**config.mk**
```make
export PLATFORM = sky130hd
export DESIGN_NAME = mem_responder_flat
export DESIGN_NICKNAME = d
export VERILOG_FILES = /design/src/rtl/mem_responder_if.sv /design/src/rtl/mem_responder.sv /design/src/flat_wrapper.sv
export SDC_FILE = /design/constraint.sdc
export NUM_CORES = 1
export LEC_CHECK = 0
export CAP_MARGIN = 20
export CORE_MARGIN = 4
export CORE_UTILIZATION = 55
export CTS_BUF_LIST = sky130_fd_sc_hd__clkbuf_16
export DETAILED_ROUTE_END_ITERATION = 7
export PLACE_DENSITY_LB_ADDON = 0.1
export SKIP_CTS_REPAIR_TIMING = 1
export SLEW_MARGIN = 20
export SYNTH_ARGS = -nofsm -noshare
export SYNTH_HDL_FRONTEND = slang
export SYNTH_SLANG_ARGS = --single-unit
export TNS_END_PERCENT = 30
```
**constraint.sdc**
```tcl
create_clock -name clk -period 3.1 [get_ports clk]
set_clock_uncertainty 0.05 [all_clocks]
set_input_delay 0.465 -clock clk [delete_from_list [all_inputs] [get_ports clk]]
set_output_delay 0.465 -clock clk [all_outputs]
set_load 0.01 [all_outputs]
```
**src/rtl/mem_responder_if.sv**
```systemverilog
// Request/response bus between the accumulator controller and its memory responder.
interface mem_responder_if #(
  parameter int unsigned ADDR_W = 5,
  parameter int unsigned DATA_W = 8
);
  logic              mem_read;
  logic              mem_write;
  logic [ADDR_W-1:0] addr;
  logic [DATA_W-1:0] wdata;
  logic [DATA_W-1:0] rdata;
  logic              mem_ready;
  logic              busy;
  logic              err;

  modport master (
    output mem_read, mem_write, addr, wdata,
    input  rdata, mem_ready, busy, err
  );

  modport slave (
    input  mem_read, mem_write, addr, wdata,
    output rdata, mem_ready, busy, err
  );
endinterface

```
**src/rtl/mem_responder.sv**
```systemverilog
// Word-addressed memory responder: latches one request in IDLE, waits WAIT_STATES
// cycles, then completes it with a one-cycle mem_ready pulse.
module mem_responder #(
  parameter int unsigned ADDR_W      = 5,
  parameter int unsigned DATA_W      = 8,
  parameter int unsigned WAIT_STATES = 2
) (
  input  logic             clk,
  input  logic             rst,
  mem_responder_if.slave   mem_if
);

  localparam int unsigned DEPTH = 1 << ADDR_W;
  localparam int unsigned CNT_W = 4;

  localparam logic [1:0] S_IDLE = 2'd0;
  localparam logic [1:0] S_WAIT = 2'd1;
  localparam logic [1:0] S_RESP = 2'd2;

  logic [1:0]        state_q, state_d;
  logic [CNT_W-1:0]  cnt_q, cnt_d;
  logic              wr_q, wr_d;
  logic [ADDR_W-1:0] addr_q, addr_d;
  logic [DATA_W-1:0] wdata_q, wdata_d;
  logic              conflict_q, conflict_d;
  logic              err_d;
  logic [DATA_W-1:0] rdata_q;
  logic              ready_q, busy_q, err_q;
  logic              enter_resp_c;
  logic [DATA_W-1:0] resp_data_c;

  logic [DATA_W-1:0] mem_q [DEPTH];

  // Next-state logic; conflict_q keeps err to a single pulse while both requests stay high
  always_comb begin
    state_d    = state_q;
    cnt_d      = cnt_q;
    wr_d       = wr_q;
    addr_d     = addr_q;
    wdata_d    = wdata_q;
    conflict_d = conflict_q;
    err_d      = 1'b0;
    unique case (state_q)
      S_IDLE: begin
        conflict_d = 1'b0;
        if (mem_if.mem_read ^ mem_if.mem_write) begin
          wr_d    = mem_if.mem_write;
          addr_d  = mem_if.addr;
          wdata_d = mem_if.wdata;
          if (WAIT_STATES > 0) begin
            state_d = S_WAIT;
            cnt_d   = CNT_W'(WAIT_STATES - 1);
          end else begin
            state_d = S_RESP;
          end
        end else if (mem_if.mem_read && mem_if.mem_write) begin
          conflict_d = 1'b1;
          err_d      = !conflict_q;
        end
      end
      S_WAIT: begin
        if (cnt_q == '0) state_d = S_RESP;
        else             cnt_d   = cnt_q - CNT_W'(1);
      end
      S_RESP:  state_d = S_IDLE;
      default: state_d = S_IDLE;
    endcase
  end

  // RESP is only ever entered from IDLE or WAIT, so this marks the committing edge
  assign enter_resp_c = (state_d == S_RESP);
  assign resp_data_c  = wr_d ? wdata_d : mem_q[addr_d];

  always_ff @(posedge clk or negedge rst) begin
    if (!rst) begin
      state_q    <= S_IDLE;
      cnt_q      <= '0;
      wr_q       <= 1'b0;
      addr_q     <= '0;
      wdata_q    <= '0;
      conflict_q <= 1'b0;
      rdata_q    <= '0;
      ready_q    <= 1'b0;
      busy_q     <= 1'b0;
      err_q      <= 1'b0;
    end else begin
      state_q    <= state_d;
      cnt_q      <= cnt_d;
      wr_q       <= wr_d;
      addr_q     <= addr_d;
      wdata_q    <= wdata_d;
      conflict_q <= conflict_d;
      ready_q    <= enter_resp_c;
      busy_q     <= (state_d != S_IDLE);
      err_q      <= err_d;
      if (enter_resp_c) rdata_q <= resp_data_c;
    end
  end

  // Storage survives reset; a write lands on the edge entering RESP
  always_ff @(posedge clk) begin
    if (enter_resp_c && wr_d) mem_q[addr_d] <= wdata_d;
  end

  assign mem_if.rdata     = rdata_q;
  assign mem_if.mem_ready = ready_q;
  assign mem_if.busy      = busy_q;
  assign mem_if.err       = err_q;

endmodule
```
**src/flat_wrapper.sv**
```systemverilog
// flat-port wrapper written by rule: the top's interface ports become plain ports
module mem_responder_flat 
#(
  parameter int unsigned ADDR_W      = 5,
  parameter int unsigned DATA_W      = 8,
  parameter int unsigned WAIT_STATES = 2
)
  (clk, rst, mem_if_mem_read, mem_if_mem_write, mem_if_addr, mem_if_wdata, mem_if_rdata, mem_if_mem_ready, mem_if_busy, mem_if_err);
  mem_responder_if #(.ADDR_W(ADDR_W), .DATA_W(DATA_W)) mem_if_i ();
  input  logic clk;
  input  logic rst;
  input wire logic [$bits(mem_if_i.mem_read)-1:0] mem_if_mem_read;
  input wire logic [$bits(mem_if_i.mem_write)-1:0] mem_if_mem_write;
  input wire logic [$bits(mem_if_i.addr)-1:0] mem_if_addr;
  input wire logic [$bits(mem_if_i.wdata)-1:0] mem_if_wdata;
  output wire logic [$bits(mem_if_i.rdata)-1:0] mem_if_rdata;
  output wire logic [$bits(mem_if_i.mem_ready)-1:0] mem_if_mem_ready;
  output wire logic [$bits(mem_if_i.busy)-1:0] mem_if_busy;
  output wire logic [$bits(mem_if_i.err)-1:0] mem_if_err;
  assign mem_if_i.mem_read = mem_if_mem_read;
  assign mem_if_i.mem_write = mem_if_mem_write;
  assign mem_if_i.addr = mem_if_addr;
  assign mem_if_i.wdata = mem_if_wdata;
  assign mem_if_rdata = mem_if_i.rdata;
  assign mem_if_mem_ready = mem_if_i.mem_ready;
  assign mem_if_busy = mem_if_i.busy;
  assign mem_if_err = mem_if_i.err;
  mem_responder #(.ADDR_W(ADDR_W), .DATA_W(DATA_W), .WAIT_STATES(WAIT_STATES)) u_core (.clk(clk), .rst(rst), .mem_if(mem_if_i));
endmodule
```
==> out/metrics.yaml, run 1 <==
synthesis:
  syn-cell-area_mm2: 0.0126
  synthFlopType: "edfxtp_1"
  ys_warn_count: 0
  syn_nets: 930
  syn_area_per_cell_um2: 13.8
  ys_seq_elements: 288
  synth_edf_count: 256
  syn_inst: 909
  async_flop_share_pct: 11.1
  ys_seq_area_share_pct: 67.5
  ys_types: 52
worst_setup_path:
  crit_path_end_kind: "register"
  timing.rr.start: "u_core.state_q[0]$_DFF_PN0_"
  worstPathArrival_ns: 3.48
  cp-startpoint: "mem_if_mem_read"
  critical_path_class: "in -> reg"
  worst-path-max-fanout: 7
  cp-start-kind: "primary input"
  crit_required_ns: 3.51
floorplanning:
  dieHeight_um: 159
  rows: 55
  pin_count: 28
  initial_utilization_pct: 55.7
  die_w_um: 159
  dieArea_mm2: 0.0254
  coreArea_mm2: 0.0226
grt:
  grt_overflow_total: 0
  grtUsageTotal_pct: 27.1
  grt_pass1_wl_um: 52300
  antenna_found_initial: 0
  grt_pass1_vias: 8626
  grt_max_degree: 34
route:
  post-route-drc-count: 0
  avgRoutedWirePerCell_um: 25.8
  drt_iter0_markers: 1011
  antenna_left: 0
  firstDrtPassIters: 6
  viasPerCell: 6.26
  vias: 8517
  drt-total-wl_um: 35100
outcome:
  status: "finished clean"
timing:
  slew_headroom_pct: 43.1
  hold_violations: 0
  whs_ns: 0.463
  slew_violations: 0
  period_minus_slack_ns: 3.07
  layout_setup_ws_ns: 0.0296
  setup_viol: 0
  rsz0062_at_grt: "true"
  finalCritPeriodShare_pct: 99.0
  fmax_mhz: 326
  tightest_slew_ns: 0.850
placed_design:
  postPlaceCellArea_mm2: 0.0141
  io_buffers: 27
  gp_congestion: 0.950
  dp_hpwl_um: 24200
  dp.cells: 1305
  pre_cts_ws_ns: -0.721
worst_hold_path:
  min_from: "u_core.conflict_q$_DFFE_PN0N_"
  hold_path_class: "reg -> reg"
clock_network:
  clockBufferDepth: 3
  cts_root_buf: "clkbuf_16"
  cts.sinks: 288
  cts-htree-levels: 1
  clk_latency_ns: 0.55
  clkTransAtPathRegs_ns: 0.06
  cts_made_buffers: 30
  cts_tree: "built"
power:
  p_comb_share_pct: 38.5
  p_int_mw: 9.18
  power_switching_share_pct: 35.1
  pwr-share-clk_pct: 24.3
  irDropWorstVdd_uv: 510
  power_mw: 14.1
  p_leak_nw: 5.69
  switchingPower_mw: 4.96
  power.density_mw_per_mm2: 930
  p_seq_share_pct: 37.1
layout:
  syn2layout_area_growth_pct: 20.9
  diodes: 0
  fin_cells: 1360
  finalInstanceArea_mm2: 0.0152
  drive_above_1_share_pct: 20.8
  final_nets: 1074
run:
  maxCapViolCount: 0
[stage by stage]
| step | util (%) | TNS (ns) |
|---|---|---|
| 2_1_floorplan | - | -13.54 |
| 3_3_place_gp | 62.5 | -95.31 |
| 3_5_place_dp | 62.5 | -99.13 |
| 4_1_cts | 66.7 | -0.736 |
| 5_1_grt | 67.4 | -0.0100 |
| 6_report | 67.4 | 0 |
[power groups by stage]
stage | clock (mW) | sequential [mW] | combinational, mW
2_1_floorplan | 0 | 5.24 | 2.81
3_3_place_gp | 0 | 5.30 | 5.12
3_5_place_dp | 0 | 5.31 | 5.24
4_1_cts | 3.47 | 5.24 | 5.26
5_1_grt | 3.66 | 5.27 | 5.73
6_report | 3.44 | 5.25 | 5.45
[per-layer routing]
metal / vias to the layer above / GRT usage, % / part of all wire, %
met3: 72 / 5.25 / 8.7
met4: 0 / 9.23 / 2.9
li1: 3754 / - / -
met2: 388 / 44.1 / 48
met1: 4303 / 37.1 / 40
met5: - / 0 / 0
[worst paths after layout]
kind                                                           end  slack (ns)  depth (start not counted)
worst max-delay path            u_core.mem_if.rdata[1]$_DFFE_PN0P_        0.03                         11
max in group asynchronous               u_core.addr_q[0]$_DFF_PN0_        1.96                          2
worst min register to register       u_core.conflict_q$_DFFE_PN0N_        0.46                          1
worst max register to register  u_core.mem_if.rdata[1]$_DFFE_PN0P_        0.21                          9
min in group asynchronous       u_core.mem_if.rdata[3]$_DFFE_PN0P_        0.49                          2
worst min-delay path                 u_core.conflict_q$_DFFE_PN0N_        0.46                          1
[synthesized netlist by cell type, types with 2 or more instances]
| master | number | area [um2] |
|---|---|---|
| edfxtp_1 | 256 | 7690 |
| nand2_1 | 161 | 604 |
| mux2i_1 | 114 | 1140 |
| nor2_1 | 48 | 180 |
| a21oi_1 | 32 | 160 |
| dfrtp_1 | 32 | 801 |
| nand3_1 | 23 | 115 |
| nand4_1 | 22 | 138 |
| buf_2 | 15 | 75.1 |
| clkbuf_1 | 15 | 56.3 |
| a31oi_1 | 13 | 81.3 |
| o22ai_1 | 13 | 81.3 |
| mux2_2 | 11 | 124 |
| nor3b_1 | 11 | 82.6 |
| buf_1 | 10 | 37.5 |
| nand2b_1 | 10 | 62.6 |
| o21ai_0 | 10 | 50.1 |
| a211oi_1 | 8 | 60.1 |
| nand3b_1 | 8 | 60.1 |
| a311oi_1 | 7 | 61.3 |
| buf_4 | 6 | 45.0 |
| inv_1 | 6 | 22.5 |
| mux4_1 | 6 | 158 |
| nor3_1 | 6 | 30.0 |
| nor4_1 | 6 | 37.5 |
| o211ai_1 | 6 | 45.0 |
| a32oi_1 | 4 | 35.0 |
| buf_6 | 4 | 45.0 |
| ha_1 | 4 | 50.1 |
| mux4_2 | 4 | 90.1 |
| a2111oi_0 | 3 | 26.3 |
| and3_1 | 3 | 18.8 |
| nor2b_1 | 3 | 18.8 |
| o211a_1 | 3 | 30.0 |
| o221ai_1 | 3 | 26.3 |
| a22o_1 | 2 | 17.5 |
| buf_12 | 2 | 40.0 |
| o2111ai_1 | 2 | 17.5 |
| o311ai_0 | 2 | 17.5 |
| o32ai_1 | 2 | 17.5 |
| xor2_1 | 2 | 17.5 |
[state kept, by name, summed over array words and instances (netlist names)]
| name | cells |
|---|---|
| u_core.addr_q | 5 |
| u_core.conflict_q | 1 |
| u_core.mem_if.busy | 1 |
| u_core.state_q | 2 |
| u_core.mem_if.rdata | 8 |
| u_core.mem_q | 256 |
| u_core.mem_if.mem_ready | 1 |
| u_core.mem_if.err | 1 |
| u_core.wdata_q | 8 |
| u_core.wr_q | 1 |
| u_core.cnt_q | 4 |
[final cells by class]
| class | instances | area [um2] |
|---|---|---|
| Sequential cell | 288 | 8490 |
| Multi-Input combinational cell | 561 | 3900 |
| Clock inverter | 23 | 171 |
| Timing Repair Buffer | 165 | 1490 |
| Clock buffer | 31 | 776 |
| Tap cell | 285 | 357 |
| Fill cell | 1591 | 7360 |
| Inverter | 7 | 26.3 |
[layout by cell type, fill, tap and decap left out, drive strengths merged, types with 22 or more instances in the layout]
cell type      instances
buf                  139
clkbuf                31
edfxtp               256
clkdlybuf4s50         25
nand4                 22
mux2i                115
nand2                161
a21oi                 33
nor2                  48
nand3                 23
dfrtp                 32
[cell families (layout without fill, tap and decap cells)]
kind of cell	after synthesis	count (layout)	synth area share, %
AND/OR/NAND/NOR	305	305	11.0
flip-flops	288	288	67.5
multiplexers	136	136	12.2
AO/OA/AOI/OAI	114	114	6.12
buffers and inverters	60	226	2.63
adder cells (fa/ha/maj)	4	4	0.398
XOR/XNOR	2	2	0.139
[critical path, stage by stage]
cell,delay [ns]
clkdlybuf4s50_1,0.47
ha_4,0.31
or3b_2,0.47
buf_4,0.19
buf_4,0.15
mux2_2,0.33
or2_1,0.25
buf_4,0.18
o22ai_1,0.31
nor4_1,0.12
a211oi_1,0.23
Note: power is estimated with default switching activity, not from simulation.
==> run 2, diff against run 1 <==
CTS_BUF_LIST = sky130_fd_sc_hd__clkbuf_4 sky130_fd_sc_hd__clkbuf_8 sky130_fd_sc_hd__clkbuf_16   (was sky130_fd_sc_hd__clkbuf_16)
CTS_CLUSTER_DIAMETER = 200   (was not set)
==> run 2 against run 1 <==
Compared with the run above:
- routed wire length barely moved
- clock-buffer cell count is 7 higher
- critical path depth stayed put
- combinational power about the same
- register-to-register slack about the same
- setup slack better by 0.021 ns
- core utilization is 0.12 points higher
- first-iteration DRC count fell by 11%
==> out/metrics.yaml, run 2 (synthesis results as in run 1) <==
worst_setup_path:
  worstPathCellList: "clkdlybuf4s50_1 -> ha_4 -> or3b_2 -> buf_4 -> buf_4 -> mux2_2 -> or2_1 -> buf_4 -> o22ai_1 -> nor4_1 -> a211oi_1"
  cp_common_cell: "buf_4"
  cpPeakStageDelay_ns: 0.47  # about the same
  worstPathArrival_ns: 3.46  # -0.02 ns
  crit_path_end_kind: "register"
  crit_slowest_cell: "clkdlybuf4s50_1"
  worst-path-max-fanout: 7  # unchanged
  crit_required_ns: 3.51  # about the same
  critical_path_class: "in -> reg"
  cp-start-kind: "primary input"
layout:
  seqCellArea_mm2: 0.00849  # unchanged
  num-fill-cells: 1584  # -0.44%
  largest_register_ffs: 256  # unchanged
  syn2layout_area_growth_pct: 21.1
  final_util_pct: 67.5  # +0.12 points
  final_common_cell: "edfxtp_1"
  final_cell_mix: "edfxtp_1 (256), nand2_1 (161), buf_4 (122)"
  diodes: 0  # unchanged
  drive_above_1_share_pct: 21.5  # +0.65 points
  regMostFlops: "u_core.mem_q"
  multi_input_area_mm2: 0.00390  # unchanged
  final_nets: 1074  # unchanged
placed_design:
  dp_hpwl_um: 24200  # unchanged
  gp_congestion: 0.950  # unchanged
  io_buffers: 27  # unchanged
clock_network:
  cts_tree: "built"
  cts_made_buffers: 30  # unchanged
  clockBufferDepth: 3  # unchanged
  cts_root_buf: "clkbuf_16"
  cts-htree-levels: 1  # unchanged
  clk_latency_ns: 0.55  # about the same
  cts.sinks: 288  # unchanged
  clkTransAtPathRegs_ns: 0.06  # about the same
power:
  power_mw: 14.2  # +0.56%
  power.density_mw_per_mm2: 933  # +0.39%
  irDropWorstVdd_uv: 514  # +0.61%
  p_leak_nw: 5.69  # about the same
floorplanning:
  rows: 55  # unchanged
  die_w_um: 159  # unchanged
  initial_utilization_pct: 55.7  # unchanged
  pin_count: 28  # unchanged
  dieHeight_um: 159  # unchanged
  dieArea_mm2: 0.0254  # unchanged
  coreArea_mm2: 0.0226  # unchanged
outcome:
  status: "finished clean"
timing:
  fmax_mhz: 328  # +0.68%
  slew_violations: 0  # unchanged
  slew_headroom_pct: 42.3  # -0.84 points
  tightest_slew_ns: 0.862  # +0.0125 ns
  tns_ns: 0  # unchanged
  finalCritPeriodShare_pct: 98.4  # -0.67 points
  rsz0062_at_grt: "true"
  period_minus_slack_ns: 3.05  # -0.0208 ns
  setup_viol: 0  # unchanged
  hold_violations: 0  # unchanged
grt:
  grt_pass1_vias: 8631  # +0.058%
  grt_pass1_wl_um: 52200  # about the same
  grtUsageTotal_pct: 27.1  # about the same
  grt_max_degree: 34  # unchanged
  antenna_found_initial: 0  # unchanged
  grt_overflow_total: 0  # unchanged
route:
  post-route-drc-count: 0  # unchanged
  antenna_left: 0  # unchanged
  firstDrtPassIters: 5  # -1
  drt-total-wl_um: 35100  # about the same
  avgRoutedWirePerCell_um: 25.8  # about the same
  vias: 8554  # +0.43%
  viasPerCell: 6.29  # +0.43%
  drt_iter0_markers: 897  # -11%
worst_hold_path:
  hold_path_class: "reg -> reg"
run:
  maxCapViolCount: 0  # unchanged
==> run 2: cell types whose count changed in the layout (fill, tap and decap cells not counted), sizes merged <==
cell    delta
clkbuf     +7
inv        -7
==> run 2: per-layer routing <==
layer	routed length, um	part of all wire, %	GRT usage (%)	vias up
met1	14100	40	37.0	4294
met5	0	0	0	-
met2	16800	48	44.1	426
met3	3240	9.2	5.28	73
met4	1010	2.9	9.23	0
li1	-	-	-	3761
==> run 2: through the flow <==
stage	hold slack, ns	cell area [um2]	setup WS, ns	instances
2_1_floorplan	0.119	12600	-0.0747	909
3_3_place_gp	0.432	14100	-0.669	1305
3_5_place_dp	0.452	14100	-0.721	1305
4_1_cts	-0.0406	15100	-0.150	1359
5_1_grt	0.494	15200	-0.00563	1360
6_report	0.463	15200	0.0504	1360
==> run 2: final timing paths <==
check	start	to	slack [ns]	depth (start not counted)
min in group asynchronous	rst	u_core.mem_if.rdata[3]$_DFFE_PN0P_	0.49	2
max in group asynchronous	rst	u_core.addr_q[0]$_DFF_PN0_	1.96	2
worst min-delay path	u_core.conflict_q$_DFFE_PN0N_	u_core.conflict_q$_DFFE_PN0N_	0.46	1
worst max register to register	u_core.state_q[0]$_DFF_PN0_	u_core.mem_if.rdata[1]$_DFFE_PN0P_	0.22	9
worst min register to register	u_core.conflict_q$_DFFE_PN0N_	u_core.conflict_q$_DFFE_PN0N_	0.46	1
worst max-delay path	mem_if_mem_read	u_core.mem_if.rdata[1]$_DFFE_PN0P_	0.05	11
==> run 2: power breakdown <==
part	leakage [nW]	internal [mW]	switching, mW	total, mW
registers	2.71	5.02	0.234	5.25
clock network	0.489	2.12	1.41	3.52
logic	2.49	2.13	3.31	5.45
==> run 2: final cells by class <==
cell class	instances	area share, %
Clock buffer	38	5.44
Clock inverter	16	0.953
Inverter	7	0.172
Multi-Input combinational cell	561	25.6
Sequential cell	288	55.7
Tap cell	285	2.34
Timing Repair Buffer	165	9.76
==> run 2: critical path, delay by kind of cell <==
family | cells | cell delay [ns]
buf+inv | 4 | 0.98
simple gates | 3 | 0.83
compound gates | 2 | 0.53
mux | 1 | 0.33
fa+ha+maj | 1 | 0.31
==> run 3, diff against run 2 <==
PLACE_DENSITY = 0.8   (was not set)
PLACE_DENSITY_LB_ADDON = not set   (was 0.1)
==> run 3 against run 2 <==
Compared with the run above:
- critical path type is now reg -> reg
- design area barely moved
- fmax rose by 4.1%
- sequential power barely moved
- sequential cell count did not move
- die area did not move
- register-to-register slack got worse by 0.05 ns
- final cell count rose by 1.3%
- total power rose by 0.62%
- global-route usage rose by 0.19 points
- non-clock buffer count rose by 18
- routed wire length rose by 0.36%
==> out/metrics.yaml, run 3 (synthesis results as in run 1) <==
route:
  viasPerCell: 6.36  # +1.1%
  post-route-drc-count: 0  # unchanged
  wl_met2_um: 16500  # -1.6%
  drt-total-wl_um: 35200  # +0.36%
  met1_length_um: 12800  # -9.2%
  top_layer: "met4"
  firstDrtPassIters: 8  # +3
  antenna_left: 0  # unchanged
  drt_iter0_markers: 1136  # +27%
  wl_met3_um: 4240  # +31%
  avgRoutedWirePerCell_um: 25.6  # -0.88%
  vias: 8754  # +2.3%
placed_design:
  io_buffers: 27  # unchanged
  dp.cells: 1324  # +1.5%
  gp_congestion: 1.01  # +6.1%
  dp_hpwl_um: 23700  # -2.2%
  pre_cts_ws_ns: -0.696  # +0.0253 ns
floorplanning:
  dieArea_mm2: 0.0254  # unchanged
  pin_count: 28  # unchanged
  coreArea_mm2: 0.0226  # unchanged
  die_w_um: 159  # unchanged
  dieHeight_um: 159  # unchanged
  initial_utilization_pct: 55.7  # unchanged
  rows: 55  # unchanged
timing:
  fmax_mhz: 341  # +4.1%
  rsz0062_at_grt: "false"
  tightest_slew_ns: 0.919  # +0.0563 ns
  hold_violations: 0  # unchanged
  finalCritPeriodShare_pct: 94.5  # -3.8 points
  period_minus_slack_ns: 2.93  # -0.119 ns
  whs_ns: 0.302  # -0.161 ns
  slew_headroom_pct: 38.5  # -3.8 points
  slew_violations: 0  # unchanged
  setup_viol: 0  # unchanged
  layout_setup_ws_ns: 0.169  # +0.119 ns
power:
  p_leak_nw: 5.78  # +1.7%
  irDropWorstVdd_uv: 736  # +43%
  power.density_mw_per_mm2: 938  # +0.52%
layout:
  final_util_pct: 67.6  # about the same
  fin_cells: 1377  # +1.3%
  diodes: 0  # unchanged
  final_cell_mix: "edfxtp_1 (256), nand2_1 (161), buf_4 (141)"
  drive_above_1_share_pct: 20.8  # -0.70 points
  regMostFlops: "u_core.mem_q"
  seqCellArea_mm2: 0.00849  # unchanged
  multi_input_area_mm2: 0.00380  # -2.7%
  largest_register_ffs: 256  # unchanged
  syn2layout_area_growth_pct: 21.2  # about the same
  num-fill-cells: 1512  # -4.5%
  final_nets: 1091  # +1.6%
  final_common_cell: "edfxtp_1"
clock_network:
  cts.sinks: 288  # unchanged
  clk_latency_ns: 0.54  # about the same
  clockBufferDepth: 3  # unchanged
  cts-htree-levels: 1  # unchanged
  cts_root_buf: "clkbuf_16"
  cts_tree: "built"
  clkTransAtPathRegs_ns: 0.06  # about the same
  cts_made_buffers: 29  # -3.3%
worst_setup_path:
  critical_path_class: "reg -> reg"
  reg2regPathDepth: 8  # -1
  r2r_slack_ns: 0.17  # -0.05 ns
  crit_required_ns: 3.21  # -0.30 ns
  worstPathArrival_ns: 3.04  # -0.42 ns
  crit_path_end_kind: "register"
  cp-start-kind: "register"
  worst-path-max-fanout: 8  # +1
outcome:
  status: "finished clean"
grt:
  antenna_found_initial: 0  # unchanged
  grt_pass1_vias: 8732  # +1.2%
  grt_pass1_wl_um: 52600  # +0.61%
  grt_overflow_total: 0  # unchanged
  grt_max_degree: 48  # +41%
  grtUsageTotal_pct: 27.3  # +0.19 points
worst_hold_path:
  hold_path_class: "in -> async"
run:
  maxCapViolCount: 0  # unchanged
run 3: changes by cell type in the layout (fill, tap and decap cells not counted), moves of 4 or more:
cell     delta
mux2i_1     +4
buf_4      +19
nor2_2      -5
nor2_1      +5
run 3: final timing paths:
path	startpoint	end
worst max-delay path	u_core.cnt_q[0]$_DFFE_PN0P_	u_core.mem_q[5][5]$_DFFE_PP_
worst min-delay path	rst	u_core.cnt_q[2]$_DFFE_PN0P_
worst min register to register	u_core.conflict_q$_DFFE_PN0N_	u_core.conflict_q$_DFFE_PN0N_
max in group asynchronous	rst	u_core.addr_q[0]$_DFF_PN0_
worst max register to register	u_core.cnt_q[0]$_DFFE_PN0P_	u_core.mem_q[5][5]$_DFFE_PP_
min in group clk	mem_if_mem_read	u_core.mem_if.err$_DFF_PN0_
run 3: layout make-up:
class	count	area share, %
clock buffer	33	4.96
clock inverter	20	1.27
inverter	7	0.172
multi-input combinational	561	24.9
sequential	288	55.7
tap	285	2.34
timing repair buffer	183	10.7
run 3: per-layer routing:
layer	GRT usage (%)	up-vias
met5	0	-
met4	11.4	0
met3	7.51	128
met2	44.0	593
met1	35.2	4245
li1	-	3788
run 3: power by group:
group / internal (mW) / total, mW / switching [mW]
clock network: 2.07 / 3.48 / 1.41
registers: 5.02 / 5.23 / 0.210
logic: 2.21 / 5.60 / 3.39
total: 9.30 / 14.3 / 5.01
run 3: critical path, cell delays in order, from the launching register on:
cell and delay [ns]:
dfrtp_1 0.42, inv_1 0.11, ha_1 0.14, nor3b_1 0.31, nand2_1 0.14, inv_1 0.23, nand4_1 0.21, buf_4 0.21
nor2_1 0.71
run 3: metrics by stage:
step | cell area, um2 | total power, mW | TNS (ns)
after floorplan | 12600 | 8.05 | -13.54
after global placement | 14300 | 10.6 | -51.43
after detailed placement | 14300 | 10.7 | -71.81
after CTS | 15200 | 14.2 | -0.139
after global routing | 15200 | 14.8 | 0
final | 15200 | 14.3 | 0
